===== config.mk =====
export PLATFORM = sky130hd
export DESIGN_NAME = wb_uart_tx
export DESIGN_NICKNAME = d
export VERILOG_FILES = /design/src/rtl/wb_uart_tx.sv
export SDC_FILE = /design/constraint.sdc
export NUM_CORES = 1
export LEC_CHECK = 0
export BUFFER_PORTS_ARGS = -buffer_cell sky130_fd_sc_hd__buf_2
export CAP_MARGIN = 30
export CORE_AREA = 2 2 120 122
export DETAILED_ROUTE_END_ITERATION = 8
export DIE_AREA = 0 0 122 124
export GPL_ROUTABILITY_DRIVEN = 0
export PLACE_DENSITY = 0.72
export SLEW_MARGIN = 20
export SYNTH_ARGS = -nofsm -noshare
export SYNTH_HDL_FRONTEND = slang
export SYNTH_SLANG_ARGS = --single-unit

===== constraint.sdc =====
create_clock -name clk_i -period 2.7 [get_ports clk_i]
set_clock_uncertainty 0.15 [all_clocks]
set_input_delay 0.54 -clock clk_i [delete_from_list [all_inputs] [get_ports clk_i]]
set_output_delay 0.54 -clock clk_i [all_outputs]
set_load 0.02 [all_outputs]

===== src/rtl/wb_uart_tx.sv =====
// wb_uart_tx: Wishbone classic slave that feeds a small byte FIFO into an
// 8N1 serial transmitter with a programmable bit period of DIV+1 clocks.
// Registers: 0x0 DATA (push), 0x4 STATUS, 0x8 DIV, 0xC reserved (err_o).
module wb_uart_tx #(
    parameter int          FIFO_DEPTH  = 4,
    parameter logic [15:0] DEFAULT_DIV = 16'd433
) (
    input  logic        clk_i,
    input  logic        rst_ni,
    input  logic [31:0] adr_i,
    input  logic [31:0] dat_i,
    output logic [31:0] dat_o,
    input  logic [3:0]  sel_i,
    input  logic        we_i,
    input  logic        stb_i,
    input  logic        cyc_i,
    output logic        ack_o,
    output logic        err_o,
    output logic        rty_o,
    output logic        tx_o
);

    localparam int PTR_W = $clog2(FIFO_DEPTH);
    localparam int CNT_W = PTR_W + 1;

    typedef enum logic [1:0] {IDLE, START, DATA, STOP} state_t;

    state_t           state;
    logic [2:0]       bit_cnt;
    logic [15:0]      baud_cnt;
    logic [7:0]       shift;
    logic [15:0]      div_q;
    logic [15:0]      div;
    logic             ovf;

    logic [7:0]       fifo_mem [FIFO_DEPTH];
    logic [PTR_W-1:0] wr_ptr;
    logic [PTR_W-1:0] rd_ptr;
    logic [CNT_W-1:0] count;

    logic             req;
    logic [1:0]       reg_sel;
    logic             wr_data;
    logic             wr_status;
    logic             wr_div;
    logic             push;
    logic             pop;
    logic             full;
    logic             empty;
    logic             busy;
    logic [31:0]      rd_data;
    logic             unused_bits;

    // A new request is only recognised when no termination is in flight, so a
    // strobe held through the ack cycle is not counted twice.
    assign req       = cyc_i & stb_i & ~ack_o & ~err_o;
    assign reg_sel   = adr_i[3:2];
    assign wr_data   = req & we_i & (reg_sel == 2'd0) & sel_i[0];
    assign wr_status = req & we_i & (reg_sel == 2'd1) & sel_i[0];
    assign wr_div    = req & we_i & (reg_sel == 2'd2);

    // FULL is judged before the edge, so a push in the same cycle as a pop
    // from a full FIFO is still dropped.
    assign full  = (count == CNT_W'(FIFO_DEPTH));
    assign empty = (count == '0);
    assign push  = wr_data & ~full;
    assign pop   = (state == IDLE) & ~empty;
    assign busy  = (state != IDLE);
    assign rty_o = 1'b0;

    assign unused_bits = ^{adr_i[31:4], adr_i[1:0], dat_i[31:16], dat_i[7:4], sel_i[3:2]};

    // Read mux reflecting register state in the request cycle.
    always_comb begin
        rd_data = 32'd0;
        case (reg_sel)
            2'd1:    rd_data = {28'd0, ovf, busy, full, empty};
            2'd2:    rd_data = {16'd0, div};
            default: rd_data = 32'd0;
        endcase
    end

    // Bus termination and registered read data, one cycle after the request.
    always_ff @(posedge clk_i or negedge rst_ni) begin
        if (!rst_ni) begin
            ack_o <= 1'b0;
            err_o <= 1'b0;
            dat_o <= 32'd0;
        end else begin
            ack_o <= req & (reg_sel != 2'd3);
            err_o <= req & (reg_sel == 2'd3);
            dat_o <= (req & ~we_i) ? rd_data : 32'd0;
        end
    end

    // Divider register and sticky overflow flag.
    always_ff @(posedge clk_i or negedge rst_ni) begin
        if (!rst_ni) begin
            div <= DEFAULT_DIV;
            ovf <= 1'b0;
        end else begin
            if (wr_div && sel_i[0]) div[7:0]  <= dat_i[7:0];
            if (wr_div && sel_i[1]) div[15:8] <= dat_i[15:8];
            if (wr_data && full) begin
                ovf <= 1'b1;
            end else if (wr_status && dat_i[3]) begin
                ovf <= 1'b0;
            end
        end
    end

    // FIFO storage; contents need no reset because count guards every read.
    always_ff @(posedge clk_i) begin
        if (push) fifo_mem[wr_ptr] <= dat_i[7:0];
    end

    // FIFO pointers and occupancy, wrapping naturally at the power-of-two depth.
    always_ff @(posedge clk_i or negedge rst_ni) begin
        if (!rst_ni) begin
            wr_ptr <= '0;
            rd_ptr <= '0;
            count  <= '0;
        end else begin
            if (push) wr_ptr <= wr_ptr + PTR_W'(1);
            if (pop)  rd_ptr <= rd_ptr + PTR_W'(1);
            case ({push, pop})
                2'b10:   count <= count + CNT_W'(1);
                2'b01:   count <= count - CNT_W'(1);
                default: count <= count;
            endcase
        end
    end

    // Transmit FSM; tx_o is registered so the line never sees bus glitches.
    always_ff @(posedge clk_i or negedge rst_ni) begin
        if (!rst_ni) begin
            state    <= IDLE;
            bit_cnt  <= 3'd0;
            baud_cnt <= 16'd0;
            shift    <= 8'd0;
            div_q    <= 16'd0;
            tx_o     <= 1'b1;
        end else begin
            case (state)
                IDLE: begin
                    tx_o <= 1'b1;
                    if (!empty) begin
                        shift    <= fifo_mem[rd_ptr];
                        div_q    <= div;
                        baud_cnt <= 16'd0;
                        bit_cnt  <= 3'd0;
                        tx_o     <= 1'b0;
                        state    <= START;
                    end
                end
                START: begin
                    if (baud_cnt == div_q) begin
                        baud_cnt <= 16'd0;
                        tx_o     <= shift[0];
                        state    <= DATA;
                    end else begin
                        baud_cnt <= baud_cnt + 16'd1;
                    end
                end
                DATA: begin
                    if (baud_cnt == div_q) begin
                        baud_cnt <= 16'd0;
                        if (bit_cnt == 3'd7) begin
                            tx_o  <= 1'b1;
                            state <= STOP;
                        end else begin
                            bit_cnt <= bit_cnt + 3'd1;
                            shift   <= shift >> 1;
                            tx_o    <= shift[1];
                        end
                    end else begin
                        baud_cnt <= baud_cnt + 16'd1;
                    end
                end
                STOP: begin
                    if (baud_cnt == div_q) begin
                        baud_cnt <= 16'd0;
                        state    <= IDLE;
                    end else begin
                        baud_cnt <= baud_cnt + 16'd1;
                    end
                end
                default: state <= IDLE;
            endcase
        end
    end

endmodule

======== Word level (Yosys, flattened, before mapping) ========
Memories as Yosys holds them, arrays and structs flattened.
Cells that the tools add are included.
Widths: inputs -> output; s select.
storage, ports and cells
  bits in writable memories ............... 32
  flip-flop bits (word level) ............. 104
  bits in latches ......................... 0
  output and inout port bits .............. 36
  memories ................................ 1
  ROM bits ................................ 0
operators by class
  magnitude comparators ................... 0
  reduce and logical (&&, ||, !) cells .... 17
  shift-type cells ........................ 0
  add/sub/neg operators ................... 6
  multiplexer cells ....................... 29
  divide/modulo/power cells ............... 0
  bitwise logic cells ..................... 19
  eq/ne operators ......................... 18
  $mul .................................... 0
memory list
  name      depth  bits a word  read ports  clocked after Yosys merged registers in  wr ports  RTL line  text
  fifo_mem  4      8            1           0                                        1         36        logic [7:0] fifo_mem [FIFO_DEPTH];
operator list
  cell                   number
  $pmux 16 s2            2
  $mux 16                2
  $mux 32                1
  $mux 8                 3
  $add 16x1->16 const B  1
  $eq 16x16->1           1
  $pmux 8 s2             1
  $and 1x1->1            14
  $ne 2x2->1 const B     7
  $pmux 3 s2             2
  $eq 2x2->1 const B     5
  $mux 2                 5
  $mux 3                 3
  $mux 1                 8
  $pmux 2 s4             1
  $reduce_bool 2->1      4
  $add 3x1->3 const B    2
  $eq 2x1->1 const B     3
  $eq 3x3->1 const B     2
  $not 1->1              5
  $reduce_and 5->1       1
  $add 2x1->2 const B    2
  $logic_and 1x1->1      4
  $logic_not 2->1        2
  8 further kinds        8

======== Longest topological paths before layout ========
  word-level depth ........................ 9
  depth in mapped cells ................... 12
  depth with buffers taken out ............ 11

======== Worst setup path after synthesis ========
OpenSTA, ideal clock, no wires.
  path kind ............................... reg2reg
  start ................................... reg state[0]
  end ..................................... reg count[2]
  data arrival time ....................... 2.405 ns
  setup slack ............................. 0.065 ns
  path buffers ............................ 2
  cell stages (with the launch flop) ...... 13
  clock period less this slack ............ 2.635 ns
  library setup time ...................... 0.079 ns
  cells stage by stage .................... dfrtp_1 inv_1 ha_1 buf_2 inv_1 nor2_2 buf_2 ha_1 inv_1 fa_1 xor2_1 nor2_1 xor2_1
on the way
  word-level cells in the longest chain between the ends .. 4
ends and longest elaborated chain
  element                                          RTL line  text
  start: declaration                               28        state_t state;
  start signal: assignment                         137       state <= IDLE;
  start signal: assignment                         153       state <= START;
  start signal: assignment                         160       state <= DATA;
  $logic_not 2->1 *                                67        assign pop = (state == IDLE) & ~empty;
  $and 1x1->1 *                                    67
  via pop                                          47        logic pop;
  $eq 2x1->1 or $eq 2x2->1 (tied branches)         126       case ({push, pop})
  $pmux 3 s2 or $reduce_bool 2->1 (tied branches)  --
  end signal: assignment                           127       2'b10: count <= count + CNT_W'(1);
  end signal: assignment                           128       2'b01: count <= count - CNT_W'(1);
  end signal: assignment                           129       default: count <= count;
  end: declaration                                 39        logic [CNT_W-1:0] count;
The timed path passes the listed nets; every way through them passes the cells marked *.
A chain may end at the register's enable or synchronous reset.

======== Worst setup path in the final report ========
  start ................................... reg err_o
  end ..................................... reg count[2]
on the way
  word-level cells in the longest chain between the ends .. 8
ends and longest elaborated chain
  element                                          RTL line  text
  start: declaration                               18        output logic err_o,
  start signal: assignment                         91        err_o <= req & (reg_sel == 2'd3);
  $not 1->1 *                                      56        assign req = cyc_i & stb_i & ~ack_o & ~err_o;
  $and 1x1->1 *                                    56
  $and 1x1->1 * (3 in a row)                       58        assign wr_data = req & we_i & (reg_sel == 2'd0) & sel_i[0];
  $and 1x1->1 *                                    66        assign push = wr_data & ~full;
  $eq 2x1->1 or $eq 2x2->1 (tied branches)         126
  $pmux 3 s2 or $reduce_bool 2->1 (tied branches)  --
Mark *: on every way between the ends. The rest lies on a longest branch, timed or not.

==> reports/results.tsv <==
stage	metric	value	unit
drt	wl_per_cell	15.9	microns
synthesis	synth_edf_count	32	
sta	fin_crit	2.40	ns
layout	syn2layout_area_growth	17.5	%
critical_path	r2r_end	count[2]	
layout	final_net_count	548	
critical_path	cp-end-kind	flop	
sta	fmax	417	MHz
layout	fill_cells	1191	
drt	wl	10.3	mm
sta	final-setup-viol-count	0	
sta	tns	0	ns
critical_path	path_class	flop to flop	
critical_path	reg2reg_from	err_o	
global_routing	grt_util_all_layers	0.149	
sta	rsz0062_at_grt	no	
sta	post-route-period-util	0.889	
cts	cts.sinks	120	
hold_path	hold_start	dat_i[8]	
drt	drt_pass1_iterations	4	
status	status	finished clean	
layout	multiInputGateArea	0.00208	sq mm
placement	io_buffers	43	
pwr	pwr-share-seq	0.403	
cts	path_clk_slew	0.06	ns
pwr	pwr-share-clk	0.334	
drt	viasPerCell	5.02	
floorplanning	die_area	0.0151	sq mm
synthesis	synth_cell_type_count	49	
global_routing	grt_max_degree	45	
critical_path	cp_max_fo	4	
drt	vias	3270	
sta	tightest_slew	0.856	ns
pwr	totalPowerFinal	6.38	mW
global_routing	grt_overflow_total	0	
placement	post-dp-hpwl	7.32	mm
synthesis	yosysSeqAreaShare	0.581	
synthesis	syn_avg_cell_area	13.6	sq um
layout	layout.core_utilization	0.468	
hold_path	hold_depth	2	
cts	cts.repair.resized	0	
floorplanning	initial_core_util	0.398	
floorplanning	die_width	122	microns
floorplanning	ios	109	
floorplanning	die_h	124	microns
pwr	p_switching	1.92	mW
synthesis	ys_ff_latch	120	
drt	ant_nets	0	
pwr	swShare	0.301	
layout	drive_gt1_frac	0.299	
critical_path	cp-start-kind	flop	
job	maxCapViolCount	0	
cts	cts_tree	done	
pwr	p_leak	2.87	nW
critical_path	required	2.87	ns
drt	drtIter0Drc	153	
pwr	pwr_density_cell	994	mW/mm^2
global_routing	grt_pass1_vias	3488	
floorplanning	rows	43	
cts	cts-root-buf	clkbuf_16	
sta	maxSlewViolCount	0	
critical_path	ff2ff_path_depth	11	
critical_path	crit_arrival	2.57	ns
hold_path	whs_endpoint	div[8]	
synthesis	synth_cells	402	
pwr	ir_worst_vdd	498	uV
cts	cts_made_buffers	17	
global_routing	antenna_found_initial	0	
layout	num_antenna_cells	0	
synthesis	ys.flop_type	dfrtp_1	
drt	route.detailed.drc	0	
cts	worstSkewPairLatency	0.40	ns
synthesis	netlist_area	0.00546	sq mm
sta	slew_headroom	0.428	
sta	hold_violations	0	
pwr	p_comb_frac	0.264	
global_routing	grt_pass1_wl	17.3	mm
floorplanning	core_area	0.0137	sq mm
layout	layout_common_cells	82 x dfrtp_1, 42 x buf_2, 34 x mux2_2	
layout	ff_latch_area	0.00317	sq mm
synthesis	ys_warn_count	0	
pwr	p_int	4.46	mW
critical_path	r2r_slack	0.30	ns
cts	clk_path_buf_depth	2	
layout	layout_commonest_cell	dfrtp_1	
synthesis	synth-async-reset-ratio	0.733	
cts	htree_levels	4	
hold_path	hold_class	input port to flop	
## routing by layer
metal  GRT usage  wire length (microns)  vias to the layer above
met2       0.263                   5290                       72
met5           0                      0                        -
li1            -                      -                     1529
met3      0.0288                    282                       16
met1       0.179                   4560                     1653
met4      0.0618                    190                        0
## Yosys cell counts (3+ instances only)
cell type | instances | area, sq um
buf_4 | 17 | 128
o21ai_0 | 5 | 25.0
xnor2_1 | 27 | 236
xor2_1 | 7 | 61.3
clkbuf_1 | 10 | 37.5
a22o_1 | 13 | 114
dfrtp_1 | 82 | 2050
mux4_2 | 8 | 180
buf_6 | 3 | 33.8
mux2_2 | 34 | 383
inv_1 | 13 | 48.8
nand2_1 | 20 | 75.1
a221o_1 | 7 | 70.1
ha_1 | 16 | 200
buf_2 | 4 | 20.0
and3_1 | 26 | 163
a22oi_1 | 3 | 22.5
nor2_1 | 16 | 60.1
nand3_1 | 10 | 50.1
nand4_1 | 7 | 43.8
and2_1 | 5 | 31.3
dfstp_2 | 6 | 158
edfxtp_1 | 32 | 961
## cells by family after synthesis
| logic type | synth area share |
|---|---|
| AOI/OAI and AO/OA | 0.0641 |
| xor gates and xnor gates | 0.0605 |
| and+or+nand+nor | 0.0965 |
| buffers and inverters | 0.0497 |
| adders and majority gates | 0.0403 |
| other | 0.000687 |
| muxes | 0.108 |
| DFF | 0.581 |
## flip-flops by register name, summed over array words and instances (netlist names)
signal and cells:
fifo_mem 32, baud_cnt 16, dat_o 16, div 16, div_q 16, shift 8, bit_cnt 3, count 3
rd_ptr 2, state 2, wr_ptr 2, ack_o 1, err_o 1, ovf 1, tx_o 1
## how the worst max path moves through the flow
stage	end	startpoint	slack, ns
3_3_place_gp	count[2]	cyc_i	0.19
2_1_floorplan	count[2]	state[0]	0.07
4_1_cts	count[2]	err_o	0.30
3_5_place_dp	count[2]	cyc_i	0.07
6_report	count[2]	err_o	0.30
5_1_grt	count[2]	err_o	0.16
## critical path: stages, from the launching register on
cell and delay (ns):
dfrtp_1 0.35, nor2_1 0.06, and3_1 0.18, and3_1 0.22
and3_1 0.21, inv_1 0.07, ha_1 0.18, inv_1 0.06
fa_1 0.38, xor2_1 0.15, nor2_1 0.13, xor2_1 0.16
## timing repair
item                      4_1_cts  5_1_grt
buffers inserted                0        0
hold buffers                    1        0
hold endpoints to repair       18        0
## metrics by stage
step           instances  hold slack (ns)  setup slack (ns)  instance area, sq um
6_report             651            0.219             0.300                  6420
5_1_grt              651            0.207             0.162                  6420
4_1_cts              651            0.204             0.295                  6420
3_5_place_dp         618            0.340            0.0742                  5830
3_3_place_gp         618            0.326             0.186                  5830
2_1_floorplan        418           0.0944            0.0654                  5520
## power groups by stage
| stage | registers [mW] | logic (mW) | clock network, mW |
|---|---|---|---|
| global route | 2.62 | 1.87 | 2.26 |
| finish | 2.57 | 1.68 | 2.13 |
| CTS | 2.57 | 1.70 | 2.16 |
| global placement | 2.58 | 1.61 | 0 |
| floorplan | 2.44 | 1.42 | 0 |
| detailed placement | 2.59 | 1.69 | 0 |
## cell type report
cell class                 count  area share
sequential                   120       0.494
multi-input combinational    250       0.324
clock buffer                  20      0.0696
timing repair buffer          56      0.0495
tap                          180      0.0351
clock inverter                12      0.0199
inverter                      13     0.00761
No activity file was read; power rests on OpenSTA's default activity.
